File: src/rtl/usrt_tx_ctrl_if.sv
// Host-side byte handshake for the USRT transmit controller: data, parity mode
// and a valid/ready pair. The host drives the master modport.
interface usrt_tx_ctrl_if;
  logic       i_Valid;
  logic [7:0] i_Data;
  logic [1:0] i_Parity;
  logic       o_Ready;

  modport master (output i_Valid, output i_Data, output i_Parity, input o_Ready);
  modport slave  (input i_Valid, input i_Data, input i_Parity, output o_Ready);
endinterface

File: src/rtl/usrt_tx_ctrl.sv
// USRT transmit controller: one-entry holding buffer feeding a framing FSM that
// shifts start, 8 data bits (LSB first), optional parity and stop onto o_Tx.
module usrt_tx_ctrl #(
  parameter int CLKS_PER_BIT = 16
) (
  input  logic           i_Pclk,
  input  logic           i_Reset,
  usrt_tx_ctrl_if.slave  host,
  output logic           o_Tx,
  output logic           o_Busy,
  output logic           o_Done
);

  localparam int            CW        = (CLKS_PER_BIT > 1) ? $clog2(CLKS_PER_BIT) : 1;
  localparam logic [CW-1:0] BAUD_LAST = CW'(CLKS_PER_BIT - 1);

  typedef enum logic [2:0] {IDLE, START, DATA, PARITY, STOP} state_t;

  state_t        state_q, state_d;
  logic [CW-1:0] baud_q, baud_d;
  logic [2:0]    bit_q, bit_d;
  logic [7:0]    shreg_q, shreg_d;
  logic          par_en_q, par_en_d;
  logic          par_bit_q, par_bit_d;
  logic          buf_full_q;
  logic [7:0]    buf_data_q;
  logic [1:0]    buf_mode_q;
  logic          tx_d, busy_d, done_d;
  logic          accept, load, bit_end;

  assign host.o_Ready = !buf_full_q;
  assign accept       = host.i_Valid && !buf_full_q;
  assign bit_end      = (baud_q == BAUD_LAST);

  // NOTE: every signal written here gets a default first so no path leaves it
  // unassigned; otherwise synthesis infers a latch.
  always_comb begin
    load      = 1'b0;
    state_d   = state_q;
    baud_d    = bit_end ? '0 : baud_q + CW'(1);
    bit_d     = bit_q;
    shreg_d   = shreg_q;
    par_en_d  = par_en_q;
    par_bit_d = par_bit_q;

    case (state_q)
      IDLE: begin
        baud_d = '0;
        if (buf_full_q) begin
          load    = 1'b1;
          state_d = START;
        end
      end
      START: begin
        if (bit_end) begin
          state_d = DATA;
          bit_d   = 3'd0;
        end
      end
      DATA: begin
        if (bit_end) begin
          if (bit_q == 3'd7) begin
            state_d = par_en_q ? PARITY : STOP;
          end else begin
            shreg_d = shreg_q >> 1;
            bit_d   = bit_q + 3'd1;
          end
        end
      end
      PARITY: begin
        if (bit_end) state_d = STOP;
      end
      STOP: begin
        // Refill straight into START so back-to-back frames have no idle gap.
        if (bit_end) begin
          if (buf_full_q) begin
            load    = 1'b1;
            state_d = START;
          end else begin
            state_d = IDLE;
          end
        end
      end
      default: state_d = IDLE;
    endcase

    if (load) begin
      baud_d    = '0;
      bit_d     = 3'd0;
      shreg_d   = buf_data_q;
      par_en_d  = (buf_mode_q == 2'b01) || (buf_mode_q == 2'b10);
      par_bit_d = (buf_mode_q == 2'b10) ? ~^buf_data_q : ^buf_data_q;
    end

    // Outputs are registered, so derive them from the next state.
    tx_d = 1'b1;
    case (state_d)
      START:   tx_d = 1'b0;
      DATA:    tx_d = shreg_d[0];
      PARITY:  tx_d = par_bit_q;
      default: tx_d = 1'b1;
    endcase
    busy_d = (state_d != IDLE);
    done_d = (state_d == STOP) && (baud_d == BAUD_LAST);
  end

  // NOTE: sequential state uses non-blocking assignments so every register
  // samples the pre-edge values regardless of statement order.
  always_ff @(posedge i_Pclk) begin
    if (i_Reset) begin
      state_q    <= IDLE;
      baud_q     <= '0;
      bit_q      <= 3'd0;
      shreg_q    <= 8'd0;
      par_en_q   <= 1'b0;
      par_bit_q  <= 1'b0;
      buf_full_q <= 1'b0;
      o_Tx       <= 1'b1;
      o_Busy     <= 1'b0;
      o_Done     <= 1'b0;
    end else begin
      state_q    <= state_d;
      baud_q     <= baud_d;
      bit_q      <= bit_d;
      shreg_q    <= shreg_d;
      par_en_q   <= par_en_d;
      par_bit_q  <= par_bit_d;
      o_Tx       <= tx_d;
      o_Busy     <= busy_d;
      o_Done     <= done_d;
      if (load)        buf_full_q <= 1'b0;
      else if (accept) buf_full_q <= 1'b1;
    end
  end

  // NOTE: buffer payload needs no reset; it is only read while buf_full_q is
  // set, and that flag is reset.
  always_ff @(posedge i_Pclk) begin
    if (accept) begin
      buf_data_q <= host.i_Data;
      buf_mode_q <= host.i_Parity;
    end
  end

endmodule

File: src/flat_wrapper.sv
// flat-port wrapper written by rule: the top's interface ports become plain ports
module usrt_tx_ctrl_flat 
#(
  parameter int CLKS_PER_BIT = 16
)
  (i_Pclk, i_Reset, o_Tx, o_Busy, o_Done, host_i_Valid, host_i_Data, host_i_Parity, host_o_Ready);
  usrt_tx_ctrl_if host_i ();
  input  logic i_Pclk;
  input  logic i_Reset;
  output logic o_Tx;
  output logic o_Busy;
  output logic o_Done;
  input wire logic [$bits(host_i.i_Valid)-1:0] host_i_Valid;
  input wire logic [$bits(host_i.i_Data)-1:0] host_i_Data;
  input wire logic [$bits(host_i.i_Parity)-1:0] host_i_Parity;
  output wire logic [$bits(host_i.o_Ready)-1:0] host_o_Ready;
  assign host_i.i_Valid = host_i_Valid;
  assign host_i.i_Data = host_i_Data;
  assign host_i.i_Parity = host_i_Parity;
  assign host_o_Ready = host_i.o_Ready;
  usrt_tx_ctrl #(.CLKS_PER_BIT(CLKS_PER_BIT)) u_core (.i_Pclk(i_Pclk), .i_Reset(i_Reset), .host(host_i), .o_Tx(o_Tx), .o_Busy(o_Busy), .o_Done(o_Done));
endmodule
File: config.mk
export PLATFORM = sky130hd
export DESIGN_NAME = usrt_tx_ctrl_flat
export DESIGN_NICKNAME = d
export VERILOG_FILES = /design/src/rtl/usrt_tx_ctrl_if.sv /design/src/rtl/usrt_tx_ctrl.sv /design/src/flat_wrapper.sv
export SDC_FILE = /design/constraint.sdc
export NUM_CORES = 1
export LEC_CHECK = 0
export CORE_MARGIN = 2
export CORE_UTILIZATION = 45
export CTS_BUF_LIST = sky130_fd_sc_hd__clkbuf_4
export CTS_CLUSTER_DIAMETER = 120
export DETAILED_ROUTE_END_ITERATION = 8
export PLACE_DENSITY = 0.71
export SYNTH_ARGS = -nofsm -noshare
export SYNTH_HDL_FRONTEND = slang
export SYNTH_SLANG_ARGS = --single-unit
File: constraint.sdc
create_clock -name i_Pclk -period 3.01 [get_ports i_Pclk]
set_input_delay 0.602 -clock i_Pclk [delete_from_list [all_inputs] [get_ports i_Pclk]]
set_output_delay 0.602 -clock i_Pclk [all_outputs]
set_load 0.02 [all_outputs]
==> flow_results.org <==
** Status
- Run status :: complete, no violations

** Yosys
- After synthesis, the netlist uses 40 different library cells.
- Post-synthesis async set-or-reset flop share :: 0%
- For this run, the leading register cell type out of synthesis is sky130_fd_sc_hd__dfxtp_1.
- Proportion of netlist area held by the largest area contributor :: 31.7%
- Gate Count Post-Synth :: 151
- Share of the yosys chip area belonging to registers :: 51.4%
- Top cells by instance count after synthesis :: sky130_fd_sc_hd__dfxtp_1 (24), sky130_fd_sc_hd__nor2_1 (24), sky130_fd_sc_hd__nand2_1 (21)
- Library cell occupying the most area in the post-synthesis netlist :: sky130_fd_sc_hd__dfxtp_1
- Synthesis inferred 34 register bits.
- Averaged over all synthesized cells, the footprint is 10.1 um2.
- Cell area after synthesis :: 1520 um2
- Leading cell types by total area after synthesis :: sky130_fd_sc_hd__dfxtp_1 (32%), sky130_fd_sc_hd__edfxtp_1 (20%), sky130_fd_sc_hd__nor2_1 (5.9%)
- Number of enable-type register cells in the synthesized netlist :: 10
- The number of nets in the synthesized netlist is 168.
- Yosys printed 0 warnings.

** Global route
- Summed over all layers, the global routing overflow is 0.
- Global routing used 16.3% of the available tracks across all layers.
- Maximum number of pins on one net before global-route repair :: 18
- Wire length of the first global-routing pass :: 4350 um
- Via count of the first global-routing pass :: 1024
- The initial antenna violation count was 0.

** Timing
- Final setup skew :: 9.42 ps
- The number of slew-limit violations in the final report came to 0.
- After layout, the worst path uses 73.0% of the clock period.
- Max transition margin :: 64.9%
- Final worst-path setup slack :: 814 ps
- RSZ-0062 raised after global routing :: false
- Max Fclk :: 455 MHz
- The number of endpoints with negative hold slack in the final report was 0.
- For the pin with the worst max-slew slack, the measured transition is 527 ps.
- Setup violations remaining at the end of the flow were counted as 0.
- Total negative slack :: 0 ps
- Counting I/O delays and the setup requirement, the final critical path takes 2200 ps.

** Floorplan
- Floorplan core area :: 3280 um2
- The die is 62.1 um tall.
- Row count :: 21
- Initial cell density of the core :: 46.2%
- Top Ports :: 17
- Die area :: 3850 um2
- Horizontal extent of the die :: 62.1 um

** Placement
- Count of input and output buffers :: 16
- Worst slack after detailed placement :: 842 ps
- Final weighted congestion in routability-driven placement :: 0.873
- Once detailed placement completed, the half-perimeter wirelength came to 1980 um.

** CTS
- For this design, the CTS-stage hold fixing added 0 buffers.
- Clock tree buffer depth :: 2
- Post_cts resized :: 0
- H-tree depth :: 2
- Cell chosen for the clock root :: sky130_fd_sc_hd__clkbuf_4
- Clock tree from TritonCTS :: built
- Number of setup buffers added after CTS :: 0
- CTS buffer count :: 5
- The clock reaches the later pin of the worst-skew pair after 340 ps.
- Clock transition at path regs :: 90 ps
- Sinks on Clock Net :: 34

** Drt
- Number of remaining DRC errors :: 0
- The detailed router finished its first iteration with 101 violations.
- For this block, the routed nets add up to 2700 um of wire.
- The routed layout has 1125 vias.
- Dividing the detail-routed wire length by the instance count gives 12.4 um.
- In this run the remaining antenna-violating nets after routing total 0.
- First-pass DRT Iterations :: 4
- Number of vias per cell after detailed routing :: 5.18

** Pwr
- Share of total power in the clock network :: 28.7%
- In this run the static leakage power is 0.652 nW.
- The worst-case IR drop observed on VDD is 280 uV.
- Power spread over the standard cell area amounts to 505 nW/um2.
- The share of total power dissipated in sequential elements is 58.3%.
- Switch share :: 24.6%
- Internal power comes to 0.669 mW.
- For this design the total switching power over the nets is 0.219 mW.
- Combinational share of power :: 13.0%

** Worst setup path
- STA puts the critical path data arrival time at 2420 ps.
- Setup slack on the worst reg-to-reg path comes out at 810 ps.
- Setup crit start kind :: register
- Data required time at the worst endpoint :: 3240 ps
- CP endpoint kind :: register
- The setup path with the least slack is of type reg2reg.
- Biggest fanout along the worst timing path :: 9

** Layout
- Inserted Diodes :: 0
- For this run, the post-layout net count is 187.
- Relative to the synthesized area, the layout overhead comes to 15.9%.
- Cells with a size suffix above 1 make up 10.5% of the layout.

** Min path
- The tightest min-delay check is of the reg2reg type.

** Job
- Max-cap violations in this run came to 0.
worst max-delay path, stage by stage, from the launching register on:
cell	delay, ps
sky130_fd_sc_hd__dfxtp_1	390
sky130_fd_sc_hd__ha_1	300
sky130_fd_sc_hd__nand3_4	150
sky130_fd_sc_hd__or4_4	580
sky130_fd_sc_hd__mux2_4	330
sky130_fd_sc_hd__o32a_1	330
path summary, 6_finish.rpt:
check | from | end | cells after the start
setup reg to reg | u_core.baud_q[0]$_SDFF_PP0_ | u_core.o_Tx$_SDFF_PP1_ | 5
hold / removal | u_core.par_bit_q$_SDFFE_PP0P_ | u_core.par_bit_q$_SDFFE_PP0P_ | 2
hold reg to reg | u_core.par_bit_q$_SDFFE_PP0P_ | u_core.par_bit_q$_SDFFE_PP0P_ | 2
setup / recovery | u_core.baud_q[0]$_SDFF_PP0_ | u_core.o_Tx$_SDFF_PP1_ | 5
stage by stage:
step	util, %	instance area [um2]	total power, mW	hold slack [ps]	cells
global route	53.6	1760	0.933	485	217
finish	53.6	1760	0.888	458	217
CTS	53.6	1760	0.895	461	217
floorplan	-	1520	0.604	427	151
global placement	51.8	1700	0.641	443	209
detailed placement	51.8	1700	0.644	450	209
layout by cell type, fill, tap and decap left out, drive strengths merged, types with 3 or more instances in the layout:
cell type,n
buf,3
nand2b,3
nor2,24
xnor2,5
dfxtp,24
nand2,21
clkbuf,7
nand3,3
edfxtp,10
a311oi,6
a21oi,5
ha,4
o21ai,5
inv,4
clkdlybuf4s50,16
final cells by class:
| class | instances | area, um2 |
|---|---|---|
| inverters | 4 | 15.0 |
| flip-flops and latches | 34 | 781 |
| well taps | 46 | 57.6 |
| clock buffers | 7 | 52.6 |
| multi-input cells | 106 | 667 |
| fillers | 303 | 1530 |
| repair buffers | 19 | 183 |
| clock inverters | 1 | 3.75 |
power by group through the flow:
stage,clock [mW],combinational (mW),sequential (mW)
global route,0.284,0.128,0.521
global placement,0,0.113,0.528
CTS,0.261,0.116,0.518
finish,0.255,0.115,0.518
detailed placement,0,0.116,0.529
floorplan,0,0.0787,0.525
cells by family (layout without fill, tap and decap cells):
family                     count (synthesis)  after routing  share of synthesized area [%]
AOI/OAI and AO/OA                         27             27                           12.9
xor gates and xnor gates                   8              8                           5.52
adders and majority gates                  4              4                           3.30
buffers and inverters                     11             31                           4.62
DFF                                       34             34                           51.4
muxes                                      2              2                           1.65
and+or+nand+nor                           65             65                           20.6
metal layers:
layer / track usage (%) / share of wire, %
met1: 18.9 / 44
met5: 0 / 0
met3: 7.87 / 5.1
met2: 25.7 / 49
met4: 6.99 / 1.8
sequential cells by signal, summed over array words and instances, names as in the netlist:
signal,count
u_core.buf_data_q,8
u_core.shreg_q,8
u_core.baud_q,4
u_core.bit_q,3
u_core.state_q,3
u_core.buf_mode_q,2
u_core.buf_full_q,1
u_core.o_Busy,1
u_core.o_Done,1
u_core.o_Tx,1
u_core.par_bit_q,1
u_core.par_en_q,1
Power figures use the tool's default switching activity.
